[src/rtl/spi_tx_seq.sv]
// Word sequencer for an SPI shift engine: queues words in a small FIFO and
// feeds them one at a time, with a fixed en-low gap between consecutive words.
module spi_tx_seq #(
    parameter int BITS  = 8,
    parameter int DEPTH = 4,
    parameter int GAP   = 4
) (
    input  logic                   clk_i,
    input  logic                   rst_ni,
    input  logic                   wr_en_i,
    input  logic [BITS-1:0]        wr_data_i,
    input  logic                   fin_i,
    output logic                   en_o,
    output logic [BITS-1:0]        data2trans_o,
    output logic                   full_o,
    output logic                   empty_o,
    output logic [$clog2(DEPTH):0] count_o,
    output logic                   busy_o,
    output logic                   ovf_o
);

    localparam int AW = $clog2(DEPTH);
    localparam int CW = AW + 1;
    localparam int GW = (GAP > 1) ? $clog2(GAP) : 1;

    localparam logic [CW-1:0] CNT_ZERO  = {CW{1'b0}};
    localparam logic [CW-1:0] CNT_ONE   = CW'(1);
    localparam logic [CW-1:0] CNT_FULL  = CW'(DEPTH);
    localparam logic [AW-1:0] PTR_ONE   = AW'(1);
    localparam logic [GW-1:0] GAP_ZERO  = {GW{1'b0}};
    localparam logic [GW-1:0] GAP_ONE   = GW'(1);
    localparam logic [GW-1:0] GAP_INIT  = GW'(GAP - 1);

    typedef enum logic [1:0] {
        ST_IDLE = 2'd0,
        ST_SEND = 2'd1,
        ST_GAP  = 2'd2
    } state_e;

    state_e          state_q, state_d;
    logic [BITS-1:0] mem_q [DEPTH];
    logic [AW-1:0]   wr_ptr_q, rd_ptr_q;
    logic [CW-1:0]   count_q, count_d;
    logic [GW-1:0]   gap_cnt_q, gap_cnt_d;
    logic            fin_d_q;
    logic            en_q, en_d;
    logic [BITS-1:0] data_q, data_d;
    logic            ovf_q;
    logic            wr_ok_s, pop_s, finr_s;

    // Room is judged on the registered count only; a same-cycle pop never frees a slot.
    assign wr_ok_s = wr_en_i && (count_q < CNT_FULL);
    assign finr_s  = fin_i && !fin_d_q;

    // State register.
    always_ff @(posedge clk_i or negedge rst_ni) begin
        if (!rst_ni) begin
            state_q <= ST_IDLE;
        end else begin
            state_q <= state_d;
        end
    end

    // Next-state logic.
    always_comb begin
        state_d = state_q;
        case (state_q)
            ST_IDLE: begin
                if (count_q != CNT_ZERO) state_d = ST_SEND;
                else                     state_d = ST_IDLE;
            end
            ST_SEND: begin
                if (finr_s) state_d = ST_GAP;
                else        state_d = ST_SEND;
            end
            ST_GAP: begin
                if (gap_cnt_q == GAP_ZERO) begin
                    if (count_q != CNT_ZERO) state_d = ST_SEND;
                    else                     state_d = ST_IDLE;
                end else begin
                    state_d = ST_GAP;
                end
            end
            default: state_d = ST_IDLE;
        endcase
    end

    // Output/datapath decode: pop, enable, word and gap counter next values.
    always_comb begin
        pop_s     = 1'b0;
        en_d      = en_q;
        data_d    = data_q;
        gap_cnt_d = gap_cnt_q;
        case (state_q)
            ST_IDLE: begin
                if (count_q != CNT_ZERO) begin
                    pop_s  = 1'b1;
                    en_d   = 1'b1;
                    data_d = mem_q[rd_ptr_q];
                end else begin
                    en_d   = 1'b0;
                end
            end
            ST_SEND: begin
                if (finr_s) begin
                    en_d      = 1'b0;
                    gap_cnt_d = GAP_INIT;
                end else begin
                    en_d      = 1'b1;
                end
            end
            ST_GAP: begin
                if (gap_cnt_q == GAP_ZERO) begin
                    if (count_q != CNT_ZERO) begin
                        pop_s  = 1'b1;
                        en_d   = 1'b1;
                        data_d = mem_q[rd_ptr_q];
                    end else begin
                        en_d   = 1'b0;
                    end
                end else begin
                    gap_cnt_d = gap_cnt_q - GAP_ONE;
                end
            end
            default: begin
                en_d = 1'b0;
            end
        endcase
    end

    // Occupancy bookkeeping.
    always_comb begin
        if (wr_ok_s && !pop_s)      count_d = count_q + CNT_ONE;
        else if (!wr_ok_s && pop_s) count_d = count_q - CNT_ONE;
        else                        count_d = count_q;
    end

    // FIFO storage, pointers and registered outputs.
    always_ff @(posedge clk_i or negedge rst_ni) begin
        if (!rst_ni) begin
            for (int i = 0; i < DEPTH; i++) mem_q[i] <= {BITS{1'b0}};
            wr_ptr_q  <= {AW{1'b0}};
            rd_ptr_q  <= {AW{1'b0}};
            count_q   <= CNT_ZERO;
            gap_cnt_q <= GAP_ZERO;
            fin_d_q   <= 1'b0;
            en_q      <= 1'b0;
            data_q    <= {BITS{1'b0}};
            ovf_q     <= 1'b0;
        end else begin
            if (wr_ok_s) begin
                mem_q[wr_ptr_q] <= wr_data_i;
                wr_ptr_q        <= wr_ptr_q + PTR_ONE;
            end
            if (pop_s) rd_ptr_q <= rd_ptr_q + PTR_ONE;
            count_q   <= count_d;
            gap_cnt_q <= gap_cnt_d;
            fin_d_q   <= fin_i;
            en_q      <= en_d;
            data_q    <= data_d;
            ovf_q     <= wr_en_i && !wr_ok_s;
        end
    end

    assign en_o         = en_q;
    assign data2trans_o = data_q;
    assign count_o      = count_q;
    assign full_o       = (count_q == CNT_FULL);
    assign empty_o      = (count_q == CNT_ZERO);
    assign busy_o       = (state_q != ST_IDLE);
    assign ovf_o        = ovf_q;

endmodule

[config.mk]
export PLATFORM = sky130hd
export DESIGN_NAME = spi_tx_seq
export DESIGN_NICKNAME = d
export VERILOG_FILES = /design/src/rtl/spi_tx_seq.sv
export SDC_FILE = /design/constraint.sdc
export NUM_CORES = 1
export LEC_CHECK = 0
export CELL_PAD_IN_SITES_DETAIL_PLACEMENT = 0
export CELL_PAD_IN_SITES_GLOBAL_PLACEMENT = 1
export CORE_MARGIN = 3
export CORE_UTILIZATION = 46
export CTS_CLUSTER_DIAMETER = 50
export CTS_CLUSTER_SIZE = 10
export DETAILED_ROUTE_END_ITERATION = 6
export GPL_ROUTABILITY_DRIVEN = 0
export PLACE_DENSITY_LB_ADDON = 0.1
export SLEW_MARGIN = 20
export SYNTH_ARGS = -nofsm -noshare
export SYNTH_HDL_FRONTEND = slang
export SYNTH_SLANG_ARGS = --single-unit
[constraint.sdc]
create_clock -name clk_i -period 2.7 [get_ports clk_i]
set_input_delay 0.27 -clock clk_i [delete_from_list [all_inputs] [get_ports clk_i]]
set_output_delay 0.27 -clock clk_i [all_outputs]
set_load 0.05 [all_outputs]
==> run_results.csv <==
group,metric,value,unit
yosys,ys_top_cells_by_area,"dfrtp_1 56%, mux2_2 16%, mux4_2 7.5%",
pwr,p_int,2.40,mW
yosys,synthAdderAreaFrac,0.0394,
yosys,synth_top_family_by_area,"multiplexers",
route,vias,1349,
sta,tightest_slew,663,ps
pwr,clock_power_share,0.119,
clock_network,cts_tree,"done",
flow_run,max-cap-violations,0,
clock_network,numCtsBuffers,5,
finish,area_delta_synth_final,18.5,%
yosys,ys.flop_type,"dfrtp_1",
floorplan,rows,25,
floorplan,io_pins,28,
sta,finalCritPeriodShare,0.863,
finish,drive_above_1_share,0.342,
sta,grt_setup_unrepaired,"false",
global_route,grt_max_degree,30,
global_route,overflow,0,
yosys,synth_xor_area_frac,0.0218,
critical_path,critPathKind,"reg -> out",
floorplan,core-area,4910,um^2
finish,final_nets,211,
pwr,power,3.86,mW
pwr,p_sw,1.46,mW
clock_network,cts_buffer_depth,2,
yosys,synth_nets,178,
sta,max-slew-margin-rel,0.558,
yosys,post-synth-top-count-cell,"dfrtp_1",
yosys,yosys-top-cells-count,"54 x dfrtp_1, 34 x mux2_2, 8 x mux4_2",
yosys,synth_area_leader_cell,"dfrtp_1",
sta,finalCriticalPeriod,2330,ps
status,status,"finished, final reports clean",
floorplan,die_h,78.5,um
yosys,synth-edff-count,0,
critical_path,ff2ff_setup_slack,500,ps
yosys,ys_types,32,
floorplan,dieWidth,78.5,um
finish,antenna_cells,0,
placement,pre_cts_ws,489,ps
route,wl,4310,um
sta,fin_setup_tns,0,ps
critical_path,end_kind,"output pin",
yosys,yosysTopAreaCellShare,0.560,
placement,dpl.hpwl,3060,um
pwr,power.share.sequential,0.398,
pwr,power_density,1350,nW/um^2
clock_network,cts_setup_buffers,0,
critical_path,crit_path_max_fanout,5,
clock_network,clk_transition_reported_paths,100,ps
worst_hold_path,hp-class,"in -> reg",
floorplan,start_util,0.492,
finish,final_core_util,0.583,
sta,hold_slack,459,ps
yosys,yosys.area_share.simple,0.0497,
floorplan,die-area,6160,um^2
yosys,synthCells,159,
yosys,synthArstFlopShare,1.00,
critical_path,startpoint_type,"flip-flop",
yosys,ys_seq_area_frac,0.560,
sta,finalSetupViolations,0,
route,drtAntennaViolNets,0,
clock_network,cts_sinks,54,
yosys,yosysWarnings,0,
yosys,synth_seq_cells,54,
sta,finalHoldViolCount,0,
pwr,p_leak,1.25,nW
route,remaining_drc_errors,0,
clock_network,insertion_delay,310,ps
route,drtIter0Drc,79,
pwr,pwr-share-comb,0.483,
sta,setup_ws,369,ps
placement,io_buffers,27,
yosys,syn-cell-area,2410,um^2
sta,max_freq,0.429,GHz
pwr,switching_share,0.378,
global_route,antenna_found_initial,0,
global_route,grt_pass1_vias,1525,
critical_path,cp.required,2430,ps
route,vias_per_cell,5.19,
yosys,synth_compound_area_frac,0.0244,
clock_network,htreeDepth,2,
sta,slew_viol_final,0,
yosys,synth_area_per_cell,15.2,um^2
pwr,ir_worst_vdd,592,uV
sta,fin_skew,11.5,ps
clock_network,cts_root_buf,"clkbuf_8",
yosys,muxShareOfSynthArea,0.281,
global_route,grt_pass1_wl,7380,um
route,routedWlPerCell,16.6,um
global_route,track_usage,0.160,
route,first_pass_iters,4,
critical_path,cp.arrival,2060,ps
clock_network,cts_resized,0,
[final cells by class]
| cell class | instances | area [um^2] |
|---|---|---|
| Clock buffer | 6 | 82.6 |
| Clock inverter | 2 | 12.5 |
| Fill cell | 413 | 2050 |
| Inverter | 8 | 30.0 |
| Multi-Input combinational cell | 92 | 1000 |
| Sequential cell | 54 | 1350 |
| Tap cell | 67 | 83.8 |
| Timing Repair Buffer | 31 | 298 |
[metrics by stage]
stage | instances | instance area, um^2
floorplan | 159 | 2410
global placement | 251 | 2760
detailed placement | 251 | 2760
CTS | 260 | 2860
global route | 260 | 2860
finish | 260 | 2860
[kinds of logic (layout without fill, tap and decap cells)]
group | count (synthesis) | in the layout
flip-flops | 54 | 54
multiplexers | 50 | 50
AND/OR/NAND/NOR | 20 | 20
buffers and inverters | 13 | 47
AO/OA/AOI/OAI | 9 | 9
adder cells (fa/ha/maj) | 7 | 7
XOR/XNOR | 6 | 6
[registers in the layout (all words and copies together) (netlist names)]
name          count
count_o           3
ovf_o             1
rd_ptr_q          2
fin_d_q           1
mem_q            32
gap_cnt_q         2
data2trans_o      8
en_o              1
state_q           2
wr_ptr_q          2
[power groups by stage]
stage	clock network (mW)	registers (mW)	logic, mW
floorplan	0	1.73	1.20
CTS	0.480	1.54	1.89
detailed placement	0	1.56	1.88
global placement	0	1.52	1.81
global route	0.516	1.60	2.00
finish	0.460	1.54	1.86
[cell usage in the layout (no fill, tap or decap), drive strengths merged]
master	instances
a31o	1
fa	1
nor3b	2
and2b	1
ha	6
o211ai	1
buf	4
mux2i	1
dlygate4sd3	1
nor4b	1
nand2	7
clkinv	1
o22ai	1
nor2	1
o311ai	1
nand2b	2
mux2	41
mux4	8
clkinvlp	1
nor2b	1
clkbuf	6
or3	2
nor3	1
dfrtp	54
inv	8
a22oi	1
o21ai	4
clkdlybuf4s50	26
xnor2	2
or2	1
xor2	4
and2	1
[worst max-delay path: stages (launching register included)]
cell and delay [ps]:
dfrtp_1 450, or3_4 410, inv_2 80, clkdlybuf4s50_1 810
[timing repair]
| item | in CTS | in global routing |
|---|---|---|
| hold endpoints to repair | 1 | 0 |
| endpoints found under the setup margin | 0 | 0 |
| hold buffers | 1 | 0 |
[final timing paths]
path / start / end / cells past startpoint
setup / recovery: count_o[0] / empty_o / 3
hold reg to reg: mem_q[14] / mem_q[14] / 1
setup reg to reg: count_o[0] / count_o[2] / 10
hold / removal: fin_i / fin_d_q / 1
min in group asynchronous: rst_ni / en_o / 2
max in group asynchronous: rst_ni / mem_q[15] / 3
[layer usage]
metal | up-vias | part of all wire | global-route usage
met2 | 18 | 0.52 | 0.275
met3 | 6 | 0.030 | 0.0390
li1 | 630 | - | -
met5 | - | 0 | 0
met4 | 0 | 0.014 | 0.0577
met1 | 695 | 0.44 | 0.196
Power figures use the tool's default switching activity.
==> RTL change 1, RTL diff (same settings) <==
Put one more register stage on the output `count_o`, cleared by the reset. The value now appears one clock later. The other outputs are not delayed to match.
--- a/src/rtl/spi_tx_seq.sv
+++ b/src/rtl/spi_tx_seq.sv
@@ -166,3 +166,9 @@
     assign data2trans_o = data_q;
-    assign count_o      = count_q;
+    always_ff @(posedge clk_i or negedge rst_ni) begin
+        if (!rst_ni) begin
+            count_o <= '0;
+        end else begin
+            count_o <= count_q;
+        end
+    end
     assign full_o       = (count_q == CNT_FULL);
Check against the original RTL: not equivalent (Yosys sat finds a counterexample within 4 cycles, from zero or initial values and one cycle with rst_ni low).
==> RTL change 1 against the unedited design <==
Power is 7.9% higher; hold slack worse by 0.040 ns; final area is 5.3% higher; worst setup slack worse by 0.023 ns; die area is 2.9% higher; wire length is 8.8% higher; synthesized area is 3.1% higher; via count is 7.2% higher; sequential cell count is 3 higher; fmax is 0.98% lower; clock power is 44% higher; critical path type unchanged; critical endpoint unchanged; largest power group unchanged.
==> RTL change 1: results (changes against the unedited design) <==
** Run status
- Result of the run: complete, no violations (unchanged).

** Floorplanning
- The number of cell rows is 26 (was 25).

** Synthesis
- The post-synth net total came to 181 (was 178).
- Area contributors post-synth :: sky130_fd_sc_hd__dfrtp_1, sky130_fd_sc_hd__mux2_2, sky130_fd_sc_hd__mux4_2, sky130_fd_sc_hd__mux2_4, sky130_fd_sc_hd__ha_1 (unchanged)
- Most numerous cell types in the synthesized netlist :: sky130_fd_sc_hd__dfrtp_1, sky130_fd_sc_hd__mux2_2, sky130_fd_sc_hd__mux4_2 (unchanged)
- The post-synthesis average cell area came to 15.37 sq um (was 15.19 sq um).
- Sequential area share after synthesis :: 0.5729 (was 0.5596)

** Clock network
- The clock-pin slew reported for the worst setup and hold paths after clock tree synthesis is 0.06 ns (was 0.10 ns).
- Clock buffers created by TritonCTS :: 9 (was 5)
- CTS H-Tree Depth :: 3 (was 2)

** Drt
- The wire length reported by the detailed router was 4692 um (was 4314 um).
- The total vias in the final route was 1446 (was 1349).
- Number of DRC markers in iteration 0 :: 58 (was 79)
- The detail-routed via count per cell is 5.277 (was 5.188).

** STA
- Measured slew at the worst slew-check pin :: 0.6466 ns (was 0.6626 ns)
- The slack of the critical path was 0.3460 ns (was 0.3691 ns).
- Fin Clk Skew :: 0.004858 ns (was 0.01150 ns)

** Place
- The total placed cells including tap cells is 258 (was 251).
- Post-Place Cell Area :: 0.002844 sq mm (was 0.002758 sq mm)
- HPWL reported at the end of detailed placement :: 3127 um (was 3057 um)

** Power and ir drop
- Switching share of total power :: 0.3720 (was 0.3783)
- The power density over the cells was 1380 mW/mm^2 (was 1347 mW/mm^2).
- Standby leakage power :: 0.001331 uW (was 0.001250 uW)
- The worst vdd rail ir drop is 0.0006239 V (was 0.0005921 V).

** Worst setup path
- R2r setup slk :: 0.50 ns (about the same)
- CP Launch Point :: count_q[0] (was count_o[0])
- Worst r2r dst :: count_q[2] (was count_o[2])
- The worst-case reg-to-reg path depth came to 10 (unchanged).
- Worst Path Arrival :: 2.08 ns (was 2.06 ns)

** Finish
- The fill cell total of the finished layout was 431 (was 413).
- The fraction of standard cell area that is sequential was 0.4730 (was 0.4720).
- The number of flip-flops and latches is 57 (was 54).
- The share of post-route cells with drive strength above 1 is 0.3578 (was 0.3420).
- Clk_buf instances :: 11 (was 6)
- The clock-cell share of area came to 0.05353 (was 0.03322).
- The number of nets in the final layout came to 219 (was 211).
- Non-clk buf share :: 0.1012 (was 0.1040)
- The number of signal-net buffers in the layout came to 32 (was 31).

** GRT
- First-pass GRT wire length :: 8017 um (was 7376 um)
- The largest net degree at the start of global routing was 23 (was 30).
- Number of global-route vias before repair :: 1611 (was 1525)
- Tot GR Track Use :: 0.1750 (was 0.1600)

** Worst hold path
- Class of the tightest hold or removal check :: in2async (was in2reg)
## RTL change 1: routing by layer
layer | vias to the layer above | wire length, um | track usage
met4 | 0 | 118 | 0.09278
li1 | 652 | - | -
met1 | 760 | 2122 | 0.2271
met2 | 24 | 2306 | 0.2679
met3 | 10 | 145 | 0.04628
met5 | - | 0 | 0
## RTL change 1: worst register-to-register path: stages, from the launching register on
cell and delay (ns):
sky130_fd_sc_hd__dfrtp_1 0.44, sky130_fd_sc_hd__or3_4 0.41, sky130_fd_sc_hd__inv_2 0.08, sky130_fd_sc_hd__nor3_2 0.05, sky130_fd_sc_hd__inv_1 0.08, sky130_fd_sc_hd__ha_1 0.19, sky130_fd_sc_hd__inv_1 0.06, sky130_fd_sc_hd__fa_1 0.37
sky130_fd_sc_hd__xor2_1 0.17, sky130_fd_sc_hd__nor2_1 0.12, sky130_fd_sc_hd__xor2_1 0.15
## RTL change 1: worst min-delay path by stage
stage / start / to / slack [ns] / depth (start not counted)
2_1_floorplan: rst_ni / count_o[0] / -0.03 / 0
3_3_place_gp: rst_ni / fin_d_q / 0.22 / 1
3_5_place_dp: rst_ni / state_q[1] / 0.25 / 1
4_1_cts: fin_i / fin_d_q / 0.42 / 1
5_1_grt: fin_i / fin_d_q / 0.44 / 1
6_report: rst_ni / mem_q[16] / 0.42 / 2
## RTL change 1: cells by family (layout without fill, tap and decap cells)
group | after synthesis | in the layout | synth area share
buf+inv | 13 | 55 | 0.02362
compound gates | 9 | 9 | 0.02362
simple gates | 20 | 20 | 0.04825
flops | 57 | 57 | 0.5729
mux | 50 | 50 | 0.2724
xor+xnor | 6 | 6 | 0.02111
fa+ha+maj | 7 | 7 | 0.03819
## RTL change 1: timing repair
item                                   4_1_cts  5_1_grt
buffers inserted                             0        0
hold buffers                                 1        0
endpoints found under the hold margin       18        0
==> RTL change 2, RTL diff (same settings) <==
Made on the original files. `GAP`: 4 -> 2.
--- a/src/rtl/spi_tx_seq.sv
+++ b/src/rtl/spi_tx_seq.sv
@@ -5,3 +5,3 @@
     parameter int DEPTH = 4,
-    parameter int GAP   = 4
+    parameter int GAP   = 2
 ) (
Formal check against the unedited RTL: not equivalent (Yosys sat finds a counterexample within 10 cycles, from zero or initial values and one cycle with rst_ni low).
==> RTL change 2 against the unedited design <==
Synthesized area decreased by 2.5%; power decreased by 2.6%; combinational power decreased by 2%; clock power decreased by 7.8%; core utilization decreased by 0.93 points; sequential cell count decreased by 1; count of clock-buffer cells in the layout unchanged; critical path type unchanged; wire length decreased by 1.6%; critical endpoint unchanged; final area decreased by 2.8%; die area decreased by 2.3%; via count decreased by 4.8%; non-clock buffer count unchanged; worst setup slack improved by 0.20 ns.
==> RTL change 2: results (changes against the unedited design) <==
** GRT
- Number of global-route vias before repair :: 1388 (was 1525)
- First-pass GRT wire length :: 6900 um (was 7376 um)
- Pin count of the biggest net entering global routing :: 33 (was 30)

** Synthesis
- Synth cell types :: 29 (was 32)
- Sequential area share after synthesis :: 0.5635 (was 0.5596)
- Area contributors post-synth :: sky130_fd_sc_hd__dfrtp_1, sky130_fd_sc_hd__mux2_2, sky130_fd_sc_hd__mux4_2, sky130_fd_sc_hd__mux2_4, sky130_fd_sc_hd__ha_1 (unchanged)
- Average size of a mapped cell :: 15.90 sq um (was 15.19 sq um)
- Post-synthesis net count :: 166 (was 178)

** Finish
- The number of nets in the final layout is 200 (was 211).
- Share of final-layout standard cells stronger than drive strength 1 :: 0.3716 (was 0.3420)

** Worst hold path
- Class of the tightest hold or removal check :: in2async (was in2reg)

** Drt
- Met2 Wirelength :: 2157 um (was 2242 um)
- The detailed-routing wirelength on met1 came to 1880 um (was 1878 um).
- Vias after detailed routing :: 1284 (was 1349)
- The routed length on met3 was 133 um (was 131 um).
- The final routed wire length divided by cell count is 16.98 um (was 16.59 um).

** STA
- Worst max-slew margin expressed relative to the limit :: 0.5327 (was 0.5583)
- Worst Hold Slack :: 0.01388 ns (was 0.4588 ns)
- The maximum achievable frequency came to 0.4688 GHz (was 0.4290 GHz).
- The setup clock skew after layout is 0.007439 ns (was 0.01150 ns).

** Run status
- Result of the run :: complete, no violations (unchanged)

** Place
- The total placed cells including tap cells came to 242 (was 251).
- The half-perimeter wire length after placement was 3013 um (was 3057 um).

** Worst setup path
- The endpoint arrival time on the critical path came to 1.86 ns (was 2.06 ns).
- The worst-case reg-to-reg path depth is 8 (was 10).
- R2r setup slk :: 0.68 ns (was 0.50 ns)

** Power and ir drop
- Standby leakage power :: 0.001206 uW (was 0.001250 uW)
- Peak supply drop :: 0.0005242 V (was 0.0005921 V)
RTL change 2: power by group through the flow:
stage          registers (uW)  clock network, uW  logic, uW
2_1_floorplan            1720                  0       1170
3_5_place_dp             1540                  0       1840
6_report                 1510                424       1820
3_3_place_gp             1500                  0       1780
5_1_grt                  1570                472       1940
4_1_cts                  1520                440       1850
RTL change 2: layer usage:
metal,vias to the layer above,global-route usage
met3,6,0.04408
met5,-,0
met4,0,0.05160
met1,666,0.1901
li1,594,-
met2,18,0.2617
RTL change 2: area by class of cell:
cell class | instances | area [sq um]
Clock buffer | 6 | 72.57
Multi-Input combinational cell | 87 | 978.4
Tap cell | 67 | 83.83
Timing Repair Buffer | 31 | 295.3
Sequential cell | 53 | 1326
Fill cell | 395 | 2067
Inverter | 4 | 15.01
Clock inverter | 2 | 10.01
RTL change 2: worst max-delay path by stage:
stage            endpoint
6_report          empty_o
5_1_grt           empty_o
4_1_cts           empty_o
3_5_place_dp   count_o[2]
3_3_place_gp   count_o[2]
2_1_floorplan  count_o[2]
RTL change 2: cell families (layout without fill, tap and decap cells):
kind of cell | count (synthesis) | count (layout) | share of synthesized area
simple gates | 18 | 18 | 0.05103
xor+xnor | 6 | 6 | 0.02233
mux | 50 | 50 | 0.2887
compound gates | 7 | 7 | 0.01861
fa+ha+maj | 6 | 6 | 0.03509
flops | 53 | 53 | 0.5635
buf+inv | 8 | 43 | 0.02073
RTL change 2: critical path, stage by stage (launching register included):
cell and delay [ns]:
sky130_fd_sc_hd__dfrtp_1 0.46, sky130_fd_sc_hd__nor3_4 0.26, sky130_fd_sc_hd__clkdlybuf4s50_1 0.84
